===== src/rtl/move_command_transmitter.sv =====
// IR move-command transmitter: a 4-unit start mark and a 1-unit start space, then 12 mark-length coded bits, LSB first.
// Optional build macro MOVE_TX_REPEAT_EN: three copies per request, separated by a 20-unit gap.
module move_command_transmitter #(
   parameter int HALF_CARRIER = 338,
   parameter int UNIT_CYCLES  = 16200
) (
   input  logic        clock,
   input  logic        reset,
   input  logic        send,
   input  logic [11:0] command,
   output logic        busy,
   output logic        done,
   output logic        ir_out,
   output logic [2:0]  state
);

   // state       | meaning
   // IDLE        | waiting for send, ir_out low
   // START_MARK  | 4-unit carrier burst
   // START_SPACE | 1-unit silence
   // BIT_MARK    | carrier, 2 units for a one, 1 unit for a zero
   // BIT_SPACE   | 1-unit silence after each bit
   // GAP         | 20-unit silence between repeated copies
   typedef enum logic [2:0] {
      IDLE        = 3'd0,
      START_MARK  = 3'd1,
      START_SPACE = 3'd2,
      BIT_MARK    = 3'd3,
      BIT_SPACE   = 3'd4,
      GAP         = 3'd5
   } state_t;

   localparam int UW = $clog2(UNIT_CYCLES + 1);
   localparam int CW = $clog2(HALF_CARRIER + 1);

   state_t        st;
   logic [UW-1:0] unit_cnt;
   logic [CW-1:0] car_cnt;
   logic [4:0]    units_left;
   logic [3:0]    bit_idx;
   logic [11:0]   cmd_q;
`ifdef MOVE_TX_REPEAT_EN
   logic [1:0]    copy_cnt;
`endif

   logic       unit_tc;
   logic       seg_end;
   logic [3:0] bit_nxt;

   assign unit_tc = (unit_cnt == UW'(UNIT_CYCLES - 1));
   assign seg_end = unit_tc && (units_left == 5'd0);
   assign bit_nxt = bit_idx + 4'd1;
   assign state   = st;

   always_ff @(posedge clock) begin
      if (reset) begin
         st         <= IDLE;
         busy       <= 1'b0;
         done       <= 1'b0;
         ir_out     <= 1'b0;
         unit_cnt   <= '0;
         car_cnt    <= '0;
         units_left <= '0;
         bit_idx    <= '0;
         cmd_q      <= '0;
`ifdef MOVE_TX_REPEAT_EN
         copy_cnt   <= '0;
`endif
      end else begin
         done <= 1'b0;
         if (st == IDLE) begin
            if (send) begin
               cmd_q      <= command;
               bit_idx    <= '0;
               unit_cnt   <= '0;
               units_left <= 5'd3;
               car_cnt    <= '0;
               ir_out     <= 1'b1;
               busy       <= 1'b1;
               st         <= START_MARK;
`ifdef MOVE_TX_REPEAT_EN
               copy_cnt   <= '0;
`endif
            end
         end else begin
            unit_cnt <= unit_tc ? '0 : unit_cnt + 1'b1;
            if (unit_tc && units_left != 5'd0)
               units_left <= units_left - 5'd1;
            if (st == START_MARK || st == BIT_MARK) begin
               if (car_cnt == CW'(HALF_CARRIER - 1)) begin
                  car_cnt <= '0;
                  ir_out  <= ~ir_out;
               end else begin
                  car_cnt <= car_cnt + 1'b1;
               end
            end
            // segment boundaries override the per-cycle updates above
            if (seg_end) begin
               case (st)
                  START_MARK: begin
                     st         <= START_SPACE;
                     ir_out     <= 1'b0;
                     units_left <= 5'd0;
                  end
                  START_SPACE: begin
                     st         <= BIT_MARK;
                     ir_out     <= 1'b1;
                     car_cnt    <= '0;
                     units_left <= {4'd0, cmd_q[bit_idx]};
                  end
                  BIT_MARK: begin
                     st         <= BIT_SPACE;
                     ir_out     <= 1'b0;
                     units_left <= 5'd0;
                  end
                  BIT_SPACE: begin
                     if (bit_idx != 4'd11) begin
                        bit_idx    <= bit_nxt;
                        st         <= BIT_MARK;
                        ir_out     <= 1'b1;
                        car_cnt    <= '0;
                        units_left <= {4'd0, cmd_q[bit_nxt]};
                     end else begin
`ifdef MOVE_TX_REPEAT_EN
                        if (copy_cnt != 2'd2) begin
                           copy_cnt   <= copy_cnt + 2'd1;
                           st         <= GAP;
                           units_left <= 5'd19;
                        end else begin
                           st   <= IDLE;
                           busy <= 1'b0;
                           done <= 1'b1;
                        end
`else
                        st   <= IDLE;
                        busy <= 1'b0;
                        done <= 1'b1;
`endif
                     end
                  end
                  GAP: begin
                     st         <= START_MARK;
                     bit_idx    <= '0;
                     units_left <= 5'd3;
                     ir_out     <= 1'b1;
                     car_cnt    <= '0;
                  end
                  default: begin
                     st     <= IDLE;
                     busy   <= 1'b0;
                     ir_out <= 1'b0;
                  end
               endcase
            end
         end
      end
   end

endmodule


===== config.mk =====
export PLATFORM = sky130hd
export DESIGN_NAME = move_command_transmitter
export DESIGN_NICKNAME = d
export VERILOG_FILES = /design/src/rtl/move_command_transmitter.sv
export SDC_FILE = /design/constraint.sdc
export NUM_CORES = 1
export LEC_CHECK = 0
export ABC_AREA = 1
export CAP_MARGIN = 0
export CELL_PAD_IN_SITES_DETAIL_PLACEMENT = 1
export CELL_PAD_IN_SITES_GLOBAL_PLACEMENT = 1
export CORE_ASPECT_RATIO = 1.5
export CORE_UTILIZATION = 35
export CTS_BUF_LIST = sky130_fd_sc_hd__clkbuf_16
export DETAILED_ROUTE_END_ITERATION = 10
export GPL_ROUTABILITY_DRIVEN = 0
export GPL_TIMING_DRIVEN = 0
export PLACE_DENSITY_LB_ADDON = 0.1
export SLEW_MARGIN = 10
export SYNTH_ARGS = -nofsm -noshare
export SYNTH_HDL_FRONTEND = slang
export SYNTH_SLANG_ARGS = --single-unit

===== constraint.sdc =====
create_clock -name clock -period 1.86 [get_ports clock]
set_input_delay 0.279 -clock clock [delete_from_list [all_inputs] [get_ports clock]]
set_output_delay 0.279 -clock clock [all_outputs]
set_load 0.05 [all_outputs]

* Yosys cells after proc, flatten, opt, wreduce, memory -nomap -nowiden *
Cells that the tools add are included.

cells by class
  magnitude comparators = 2
  mux-type cells = 42
  reductions and logical operators = 16
  bitwise logic cells = 3
  multiply operators = 0
  equal/unequal tests = 12
  $add $sub $neg = 4
  shift-type cells = 0
  div/mod/pow operators = 0

operators with widths
  cell                   count
  $mux 9                 6
  $mux 14                3
  $mux 5                 5
  $pmux 5 s4             1
  $pmux 9 s2             1
  $mux 4                 4
  $pmux 3 s5             1
  $add 14x1->14 const B  1
  $eq 14x14->1 const B   1
  $mux 1                 12
  $lt 4x5->1 const B     2
  $add 9x1->9 const B    1
  $eq 9x9->1 const B     1
  $mux 3                 3
  $bmux 1 s4             2
  $pmux 4 s2             1
  $reduce_and 4->1       2
  $reduce_or 4->1        2
  $eq 3x2->1 const B     2
  $eq 3x3->1 const B     2
  $ne 3x3->1 const B     2
  $logic_not 5->1        1
  $reduce_bool 5->1      1
  $sub 5x1->5 const B    1
  15 further kinds       21

storage, ports and cells
  bits in latches = 0
  memories = 0
  flip-flop bits (word level) = 50
  memory bits (writable) = 0
  bits of input ports = 15
  bits in read-only memories = 0

* Depth between registers and ports, before layout *
  depth after elaboration = 7
  mapped depth = 12
  mapped depth without buffers = 12

* Least setup slack after synthesis *
No wires, ideal clock.

  kind = reg-to-reg
  start point = register st[2], in the netlist state[2]
  end point = register bit_idx[2]
  arrival time = 1,695 ps
  period minus slack after synthesis = 1,827 ps
  slack = 33 ps
  stages on the path, launching flop included = 7
  buffers on the path = 1
  path through = dfxtp_1 -> buf_4 -> nand3_2 -> a21oi_1 -> nand2_4 -> a21oi_1 -> nor3_2

on the way
  longest elaborated chain between the ends = 4

ends and longest elaborated chain
  item                    line  text
  from (decl)             36    state_t st;
  from (signal assigned)  57    st <= IDLE;
  from (signal assigned)  80    st <= START_MARK;
  from (signal assigned)  101   st <= START_SPACE;
  $eq 3x3->1              99    case (st)
  $pmux 4 s2              99
  $mux 4                  98    if (seg_end) begin
  $mux 4                  71    if (st == IDLE) begin
  to (signal assigned)    118   bit_idx <= bit_nxt;
  to (decl)               40    logic [3:0] bit_idx;

Several ways; a longest one is shown, not always the timed one. The select of a mux whose other input is x is not followed.
A chain may end at the register's enable or synchronous reset.

* Worst setup path after layout *
  start point = register st[2], in the netlist state[2]
  end point = output state[2]

RTL lines
  item       line  text
  to (decl)  14    output logic [2:0] state

No word-level cell between the ends.

==> flow_summary.yaml <==
detailed_routing:
  viasPerCell: 5.14
  drt_wl_total_mm: 9.06
  first_pass_iters: 4
  vias: 3015
  ant_nets: 0
  drc: 0
  routedWlPerCell_um: 15.4
  drtIter0Drc: 99
setup_path:
  critPathKind: "reg -> out"
  cp-end-kind: "primary output"
  max_stage_delay_ns: 0.81
  r2r_cells: 12
  cpMaxStageDelayCell: "clkdlybuf4s50_1"
  cp-start-kind: "flop"
  crit_family: "buffers and inverters"
  path_cells: "clkdlybuf4s50_1"
  critPathRequiredTime_ns: 1.58
  path_buf_inv: 1
  arrival_ns: 1.46
  crit_path_max_fanout: 3
  worstSetupPathDepth: 1
cts:
  clock_sinks: 50
  clk_latency_ns: 0.30
  root_buffer: "clkbuf_16"
  cts_hold_buf: 0
  clk_pin_slew_ns: 0.07
  htree_levels: 2
  cts_tree: "built"
  cts_buffer_depth: 2
  cts_made_buffers: 5
die:
  die_h_um: 116
  core-area_um2: 8410
  start_util: 0.363
  io_pins: 21
  die-area_um2: 9110
  num_rows: 41
  die-width_um: 78.3
power:
  seqPwrFrac: 0.415
  comb_power_share: 0.208
  internal_power_mw: 1.96
  ir_worst_vdd_mv: 0.408
  powerDensity_nw_per_um2: 786
  p_leak_nw: 1.46
  p_total_mw: 2.84
  power_frac_clock: 0.377
  p_sw_mw: 0.886
  switching_share: 0.312
synth:
  synthCells: 449
  ys_seq_area_frac: 0.328
  synth-main-ff-cell: "dfxtp_1"
  synth.net_count: 470
  yosysTopAreaCellShare: 0.328
  ys_ff_latch: 50
  ys_warn_count: 0
  yosysMostFrequentCell: "nand2_1"
  yosys.area.top_type: "dfxtp_1"
  synth_cell_type_count: 35
  synth_edf_count: 0
  synth_commonest_cells: "nand2_1, a21oi_1, dfxtp_1, inv_1, nand3_1"
  syn_area_um2: 3050
  ys_top_cells_by_area: "dfxtp_1, nand2_1, a21oi_1"
  async_reset_ff_frac: 0
  avgSynthCellArea_um2: 6.80
cells_and_area:
  fill_cells: 1095
  final_util: 0.430
  nNetsFinal: 500
  fin_cells: 587
  syn_to_final_growth_pct: 18.5
  drive_gt1_frac: 0.154
  num_antenna_cells: 0
grt:
  overflow: 0
  grt_pass1_wl_mm: 15.0
  grt_pass1_vias: 3159
  grt.total_usage: 0.213
  grt_max_degree: 16
  antenna_found_initial: 0
job:
  cap_viol_max_count: 0
placement:
  pre_cts_ws_ns: -0.213
  placed_cells: 576
  port_buffers: 20
  dp.final_hpwl_mm: 6.86
sta:
  setup_violations: 0
  finalMaxSlewViolations: 0
  rsz0062_at_grt: "no"
  tns_ns: 0
  min_period_over_period: 0.935
  final.setup_skew_ns: 0.00542
  min_period_ns: 1.74
  max-slew-margin-rel: 0.555
  max_freq_mhz: 575
  hold_viol_final: 0
  tightestPinTransition_ns: 0.668
  setup_slack_ns: 0.121
outcome:
  outcome: "complete, no violations"
hold_path:
  whs_path_depth: 1
  hold_class: "reg -> reg"
==> final cells by class <==
class                      count  area, um2  area share
buffer                        11       56.3      0.0156
sequential                    50       1010       0.279
tap                          107        134      0.0370
clock inverter                 3       40.0      0.0111
multi-input combinational    326       1800       0.496
inverter                      62        233      0.0643
clock buffer                   5        125      0.0346
timing repair buffer          23        223      0.0616
==> cells in the final DEF (no fill, tap or decap), types with 6 or more instances in the layout <==
| cell type | netlist | routed |
|---|---|---|
| nand2_2 | 7 | 7 |
| nand4_1 | 7 | 7 |
| nor2_1 | 24 | 23 |
| nor3_2 | 5 | 6 |
| a21oi_1 | 54 | 52 |
| inv_1 | 50 | 50 |
| inv_2 | 12 | 12 |
| o21ai_0 | 31 | 31 |
| nand3_1 | 43 | 43 |
| dfxtp_1 | 50 | 46 |
| nor3_1 | 8 | 7 |
| clkdlybuf4s50_1 | 0 | 17 |
| nand2_1 | 99 | 99 |
==> repair_timing <==
item / CTS / global route
gates resized for setup: 4 / 16
pin swaps: 0 / 3
gates cloned: 0 / 0
setup buffers: 0 / 3
setup endpoints to repair: 6 / 28
==> kinds of logic after synthesis <==
kind of cell / share of synthesized area
compound gates: 0.179
simple gates: 0.358
flops: 0.328
fa+ha+maj: 0.0246
buf+inv: 0.0939
xor+xnor: 0.0172
==> sequential cells by signal, summed over array words and instances (netlist names) <==
register and count:
unit_cnt 14, cmd_q 12, car_cnt 9, units_left 5, bit_idx 4, state 3
busy 1, done 1, ir_out 1
==> path summary, 6_finish.rpt <==
check,from,end,slack [ns]
setup / recovery,state[2],state[2],0.12
hold / removal,unit_cnt[0],unit_cnt[0],0.48
setup reg to reg,unit_cnt[0],car_cnt[0],0.12
hold reg to reg,unit_cnt[0],unit_cnt[0],0.48
==> layer usage <==
layer  vias to the layer above  share of wire  global-route usage
met5                         -              0                   0
met4                         0          0.023              0.0840
met3                        13          0.021              0.0328
met2                        31           0.54               0.415
met1                      1432           0.42               0.227
li1                       1539              -                   -
==> metrics by stage <==
step | cell area [um2] | hold WS, ns
final | 3620 | 0.475
after detailed placement | 3390 | 0.464
after global routing | 3620 | 0.490
after CTS | 3550 | 0.474
after floorplan | 3050 | 0.357
after global placement | 3390 | 0.466
==> power by group through the flow <==
stage	Clock, mW	Combinational (mW)	Sequential [mW]
final	1.07	0.591	1.18
after detailed placement	0	0.589	1.20
after CTS	1.10	0.596	1.18
after global placement	0	0.577	1.20
after global routing	1.15	0.664	1.19
after floorplan	0	0.389	1.21
No activity file was read; power rests on OpenSTA's default activity.
